--- src/rtl/pipeline_mem_arbiter.sv ---
// pipeline_mem_arbiter: shares one variable-latency memory bus between the
// instruction fetch port and the data access port. Data wins over fetch, and
// a granted transaction is held until the bus completes it. mem_stall freezes
// the pipeline until the instruction word for f_pc and any pending data access
// have both completed.
// Optional feature: define ARB_WATCHDOG_EN to abandon a transaction that waits
// TIMEOUT_CYCLES cycles without bus_ready. An abandoned fetch returns a nop and
// an abandoned data access returns zero; bus_error is then set and stays set.
module pipeline_mem_arbiter #(
  parameter int unsigned TIMEOUT_CYCLES = 255
) (
  input  logic        clock,
  input  logic        reset,
  input  logic [31:0] f_pc,
  output logic [31:0] f_inst,
  input  logic [31:0] d_address,
  input  logic [31:0] d_write_data,
  input  logic [2:0]  d_format,
  input  logic        d_read_enable,
  input  logic        d_write_enable,
  output logic [31:0] d_read_data,
  output logic        mem_stall,
  output logic        bus_request,
  output logic [31:0] bus_address,
  output logic [31:0] bus_write_data,
  output logic        bus_write_enable,
  output logic [2:0]  bus_format,
  input  logic        bus_ready,
  input  logic [31:0] bus_read_data,
  output logic        bus_error
);

  typedef enum logic [1:0] {IDLE = 2'd0, DATA_WAIT = 2'd1, FETCH_WAIT = 2'd2} arb_state_t;

  localparam logic [31:0] NOP_INST = 32'h0000_0013;
  localparam logic [2:0]  FMT_WORD = 3'b010;

  arb_state_t  arb_state;
  logic [31:0] inst_q, inst_pc_q, data_q;
  logic        inst_valid_q, data_done_q;
  logic [31:0] lat_address, lat_write_data;
  logic        lat_write_enable;
  logic [2:0]  lat_format;

  logic        data_access, data_pending, inst_hit, fetch_pending;
  logic        in_idle, owner_data, active, done, timeout;
  logic        data_complete, fetch_complete, fetch_now;
  logic        inst_ok, data_ok, step;
  logic [31:0] cur_address, cur_write_data, rdata;
  logic        cur_write_enable;
  logic [2:0]  cur_format;

  // Grant, current payload, completion and step decode.
  always_comb begin
    data_access      = d_read_enable | d_write_enable;
    data_pending     = data_access & ~data_done_q;
    inst_hit         = inst_valid_q & (inst_pc_q == f_pc);
    fetch_pending    = ~inst_hit;
    in_idle          = (arb_state == IDLE);
    owner_data       = in_idle ? data_pending : (arb_state == DATA_WAIT);
    active           = in_idle ? (data_pending | fetch_pending) : 1'b1;
    cur_address      = lat_address;
    cur_write_data   = lat_write_data;
    cur_write_enable = lat_write_enable;
    cur_format       = lat_format;
    if (in_idle) begin
      if (data_pending) begin
        cur_address      = d_address;
        cur_write_data   = d_write_data;
        cur_write_enable = d_write_enable;
        cur_format       = d_format;
      end else begin
        cur_address      = f_pc;
        cur_write_data   = '0;
        cur_write_enable = 1'b0;
        cur_format       = FMT_WORD;
      end
    end
    done  = active & (bus_ready | timeout);
    rdata = bus_read_data;
    if (timeout) rdata = owner_data ? 32'h0 : NOP_INST;
    data_complete  = done & owner_data;
    fetch_complete = done & ~owner_data;
    // A completing fetch only satisfies IF if it was for the current pc
    // (after a redirect it is the stale address).
    fetch_now = fetch_complete & (cur_address == f_pc);
    inst_ok   = inst_hit | fetch_now;
    data_ok   = ~data_access | data_done_q | data_complete;
    step      = inst_ok & data_ok;
  end

  assign bus_request      = ~reset & active & ~timeout;
  assign bus_address      = cur_address;
  assign bus_write_data   = cur_write_data;
  assign bus_write_enable = cur_write_enable;
  assign bus_format       = cur_format;
  assign f_inst           = fetch_complete ? rdata : inst_q;
  assign d_read_data      = data_complete ? rdata : data_q;
  assign mem_stall        = reset | ~step;

  // Arbiter state, latched payload and the completed-result registers.
  always_ff @(posedge clock) begin
    if (reset) begin
      arb_state    <= IDLE;
      inst_valid_q <= 1'b0;
      data_done_q  <= 1'b0;
    end else begin
      case (arb_state)
        IDLE: begin
          if (active && !bus_ready) begin
            arb_state        <= data_pending ? DATA_WAIT : FETCH_WAIT;
            lat_address      <= cur_address;
            lat_write_data   <= cur_write_data;
            lat_write_enable <= cur_write_enable;
            lat_format       <= cur_format;
          end
        end
        default: if (bus_ready || timeout) arb_state <= IDLE;
      endcase
      if (data_complete) begin
        data_done_q <= 1'b1;
        if (!cur_write_enable) data_q <= rdata;
      end
      if (fetch_complete) begin
        inst_q       <= rdata;
        inst_pc_q    <= cur_address;
        inst_valid_q <= 1'b1;
      end
      // Advancing consumes both results; the bypass already showed them.
      if (step) begin
        data_done_q  <= 1'b0;
        inst_valid_q <= 1'b0;
      end
    end
  end

`ifdef ARB_WATCHDOG_EN
  localparam int CW = $clog2(TIMEOUT_CYCLES + 1);
  logic [CW-1:0] wait_cnt;

  assign timeout = (arb_state != IDLE) && (wait_cnt == CW'(TIMEOUT_CYCLES - 1)) && !bus_ready;

  // Count cycles spent waiting; raise the sticky error on abandonment.
  always_ff @(posedge clock) begin
    if (reset) begin
      wait_cnt  <= '0;
      bus_error <= 1'b0;
    end else begin
      if (arb_state != IDLE && !bus_ready && !timeout) wait_cnt <= wait_cnt + 1'b1;
      else                                             wait_cnt <= '0;
      if (timeout) bus_error <= 1'b1;
    end
  end
`else
  localparam int unsigned timeout_unused = TIMEOUT_CYCLES;
  assign timeout   = 1'b0;
  assign bus_error = 1'b0;
`endif

endmodule

--- config.mk ---
export PLATFORM = sky130hd
export DESIGN_NAME = pipeline_mem_arbiter
export DESIGN_NICKNAME = d
export VERILOG_FILES = /design/src/rtl/pipeline_mem_arbiter.sv
export SDC_FILE = /design/constraint.sdc
export NUM_CORES = 1
export LEC_CHECK = 0
export ABC_AREA = 1
export CORE_ASPECT_RATIO = 1.5
export CORE_MARGIN = 3
export CORE_UTILIZATION = 50
export CTS_BUF_LIST = sky130_fd_sc_hd__clkbuf_4 sky130_fd_sc_hd__clkbuf_8
export DETAILED_ROUTE_END_ITERATION = 8
export PLACE_DENSITY_LB_ADDON = 0.12
export SETUP_SLACK_MARGIN = 0.2
export SYNTH_ARGS = -nofsm -noshare
export SYNTH_HDL_FRONTEND = slang
export SYNTH_SLANG_ARGS = --single-unit
--- constraint.sdc ---
create_clock -name clock -period 10.8 [get_ports clock]
set_input_delay 1.62 -clock clock [delete_from_list [all_inputs] [get_ports clock]]
set_output_delay 1.62 -clock clock [all_outputs]
set_load 0.1 [all_outputs]
==> impl_metrics.ini <==
[yosys]
syn_inst = 881
async_flop_share_pct = 0
synthDistinctLibCells = 29
ys_seq_area_share_pct = 59.8
synth_area_per_cell_um2 = 9.49
synth.net_count = 1017
ys.flop_type = edfxtp_1
synth_warnings = 0
synth-seq-cells = 168
synth_edf_count = 164
syn_area_mm2 = 0.00836

[layout]
layout_commonest_cell = clkdlybuf4s50_1
multiInputGateArea_mm2 = 0.00269
areaGrowthSynthToFinish_pct = 38.8
layout_common_cells = clkdlybuf4s50_1, nand2_1, edfxtp_1, inv_1, o21ai_0
final_cells = 1356
nFillCells = 1253
seq_area_mm2 = 0.00500
final_layout_size_suffix_gt1_share_pct = 7.75
final_nets = 1272

[run_status]
status = finished, final reports clean

[timing]
fin_crit_sh_pct = 77.0
fin_crit_ns = 8.31
max_freq_mhz = 120
drv_slew = 0
hold_violations = 0
finClkSkew_ns = 0.0203
worst_pin_slew_ns = 1.06
timing.slew.headroom_pct = 28.8
setup_ws_ns = 2.49
rsz0062_at_grt = no
setup_viol = 0
final.setup.tns_ns = 0

[floorplan]
die_y_um = 164
start_util_pct = 51.2
io_pins = 271
die_w_um = 112
core_area_mm2 = 0.0163
die_area_mm2 = 0.0183
rows = 57

[clock_tree]
hold_buffers = 0
cts_tree = built
cts_inserted_buffers = 17
path_clk_slew_ns = 0.08
ctsResizeCount = 0
insertion_delay_ns = 0.45
post-cts-setup-buffers = 0
htree_levels = 4
root_buffer = clkbuf_8
clock_sinks = 168
cts_buffer_depth = 2

[global_route]
grt-ovfl-total = 0
antenna_found_initial = 1
first_global_vias = 7323
grt_max_degree = 71
grt_pass1_wl_mm = 38.2
track_usage_pct = 26.8

[placement]
hpwlAfterDp_mm = 18.0
dpl_worst_slack_ns = 2.57
dpl.cell_count = 1323
gp_congestion = 0.885
io_buffers = 269

[power_and_ir_drop]
power.density_mw_per_mm2 = 211
ir_worst_vdd_mv = 0.150
swShare_pct = 47.4
leakage_nw = 4.88
clkPwrFrac_pct = 19.8
p_sw_mw = 1.16
seqPwrFrac_pct = 33.0
power_frac_comb_pct = 47.2
p_int_mw = 1.29

[critical_path]
critPathKind = primary input to output port
cp_slowest_cell = clkdlybuf4s50_1
critPathArrivalTime_ns = 6.69
cp_cell_sequence = clkdlybuf4s50_1, inv_1, nand2_2, nand2_2, nand2_2, inv_2, nor2_1, nor2_1, nand2_2, o21ai_0, clkdlybuf4s50_1
crit_required_ns = 9.18
r2r_slack_ns = 6.51
cpMostUsedCell = nand2_2
endpoint_kind = output port
setup.worst_path.start_class = primary input
cp_slowest_stage_delay_ns = 1.22
crit_fanout = 65

[detailed_routing]
drc_errors = 0
vias = 7111
antenna_left = 0
drtIter0Drc = 683
firstDrtPassIters = 5
wl_mm = 24.6
via_per_inst = 5.24
routedWlPerCell_um = 18.1

[job]
drv_cap = 0

[hold_path]
worstHoldPathType = flip-flop to flip-flop
[sequential cells by signal, summed over array words and instances, names as in the netlist]
register and flops:
data_q 32, lat_address 32, lat_format 3, inst_valid_q 1, lat_write_data 32, inst_pc_q 32
lat_write_enable 1, arb_state 2, inst_q 32, data_done_q 1
[cell usage after synthesis (4+ instances only)]
cell type | number | share of area [%]
a21oi_1 | 29 | 1.7
a22o_1 | 34 | 3.6
buf_2 | 13 | 0.78
clkbuf_1 | 17 | 0.76
dfxtp_1 | 4 | 0.96
edfxtp_1 | 164 | 59
inv_1 | 124 | 5.6
inv_2 | 5 | 0.22
nand2_1 | 233 | 10
nand3_1 | 19 | 1.1
nand4_1 | 63 | 4.7
nor2_1 | 44 | 2.0
o21ai_0 | 67 | 4.0
or2_2 | 34 | 2.5
xnor2_1 | 6 | 0.63
[worst paths after layout]
kind                  start            end  cells after the start
min reg2reg    arb_state[1]   arb_state[1]                      2
max          d_write_enable      f_inst[7]                     11
max reg2reg    arb_state[1]  inst_pc_q[23]                      9
min            arb_state[1]   arb_state[1]                      2
[cell families (layout without fill, tap and decap cells)]
kind of cell / Yosys count / in the layout / synth area share, %
AND/OR/NAND/NOR: 404 / 404 / 21.7
buffers and inverters: 169 / 437 / 8.17
flip-flops: 168 / 168 / 59.8
AO/OA/AOI/OAI: 133 / 133 / 9.61
XOR/XNOR: 6 / 6 / 0.628
other: 1 / 2 / 0.0448
[final cells by class]
| type | count | area share, % |
|---|---|---|
| Clock inverter | 15 | 1.64 |
| Sequential cell | 168 | 43.1 |
| Multi-Input combinational cell | 544 | 23.2 |
| Clock buffer | 17 | 2.02 |
| Inverter | 129 | 4.17 |
| Antenna cell | 1 | 0.0216 |
| Timing Repair Buffer | 276 | 23.6 |
| Tap cell | 206 | 2.22 |
[layer usage]
metal	routed length (um)	GRT usage, %	vias to the layer above	share of wire, %
met5	0	0	-	0
met4	881	11.8	0	3.6
met3	1980	7.77	47	8.1
met2	12700	46.9	316	51
met1	9070	30.5	3255	37
li1	-	-	3493	-
[metrics by stage]
| step | utilization [%] | power, mW | hold slack, ns | cell area, um^2 |
|---|---|---|---|---|
| final | 71.1 | 2.45 | 0.542 | 11600 |
| after global placement | 68.5 | 1.97 | 0.499 | 11200 |
| after CTS | 71.1 | 2.47 | 0.544 | 11600 |
| after detailed placement | 68.5 | 1.98 | 0.525 | 11200 |
| after floorplan | - | 1.69 | 0.452 | 8360 |
| after global routing | 71.1 | 2.54 | 0.562 | 11600 |
[power groups by stage]
stage | combinational (mW) | sequential, mW | clock, mW
finish | 1.16 | 0.809 | 0.487
global route | 1.21 | 0.814 | 0.519
CTS | 1.16 | 0.809 | 0.496
detailed placement | 1.16 | 0.824 | 0
global placement | 1.15 | 0.822 | 0
floorplan | 0.864 | 0.824 | 0
[worst max-delay path, delay by kind of cell]
family	cells	cell delay, ns
compound gates	1	0.56
simple gates	6	2.10
buf+inv	4	2.36
Note: power is estimated with default switching activity, not from simulation.
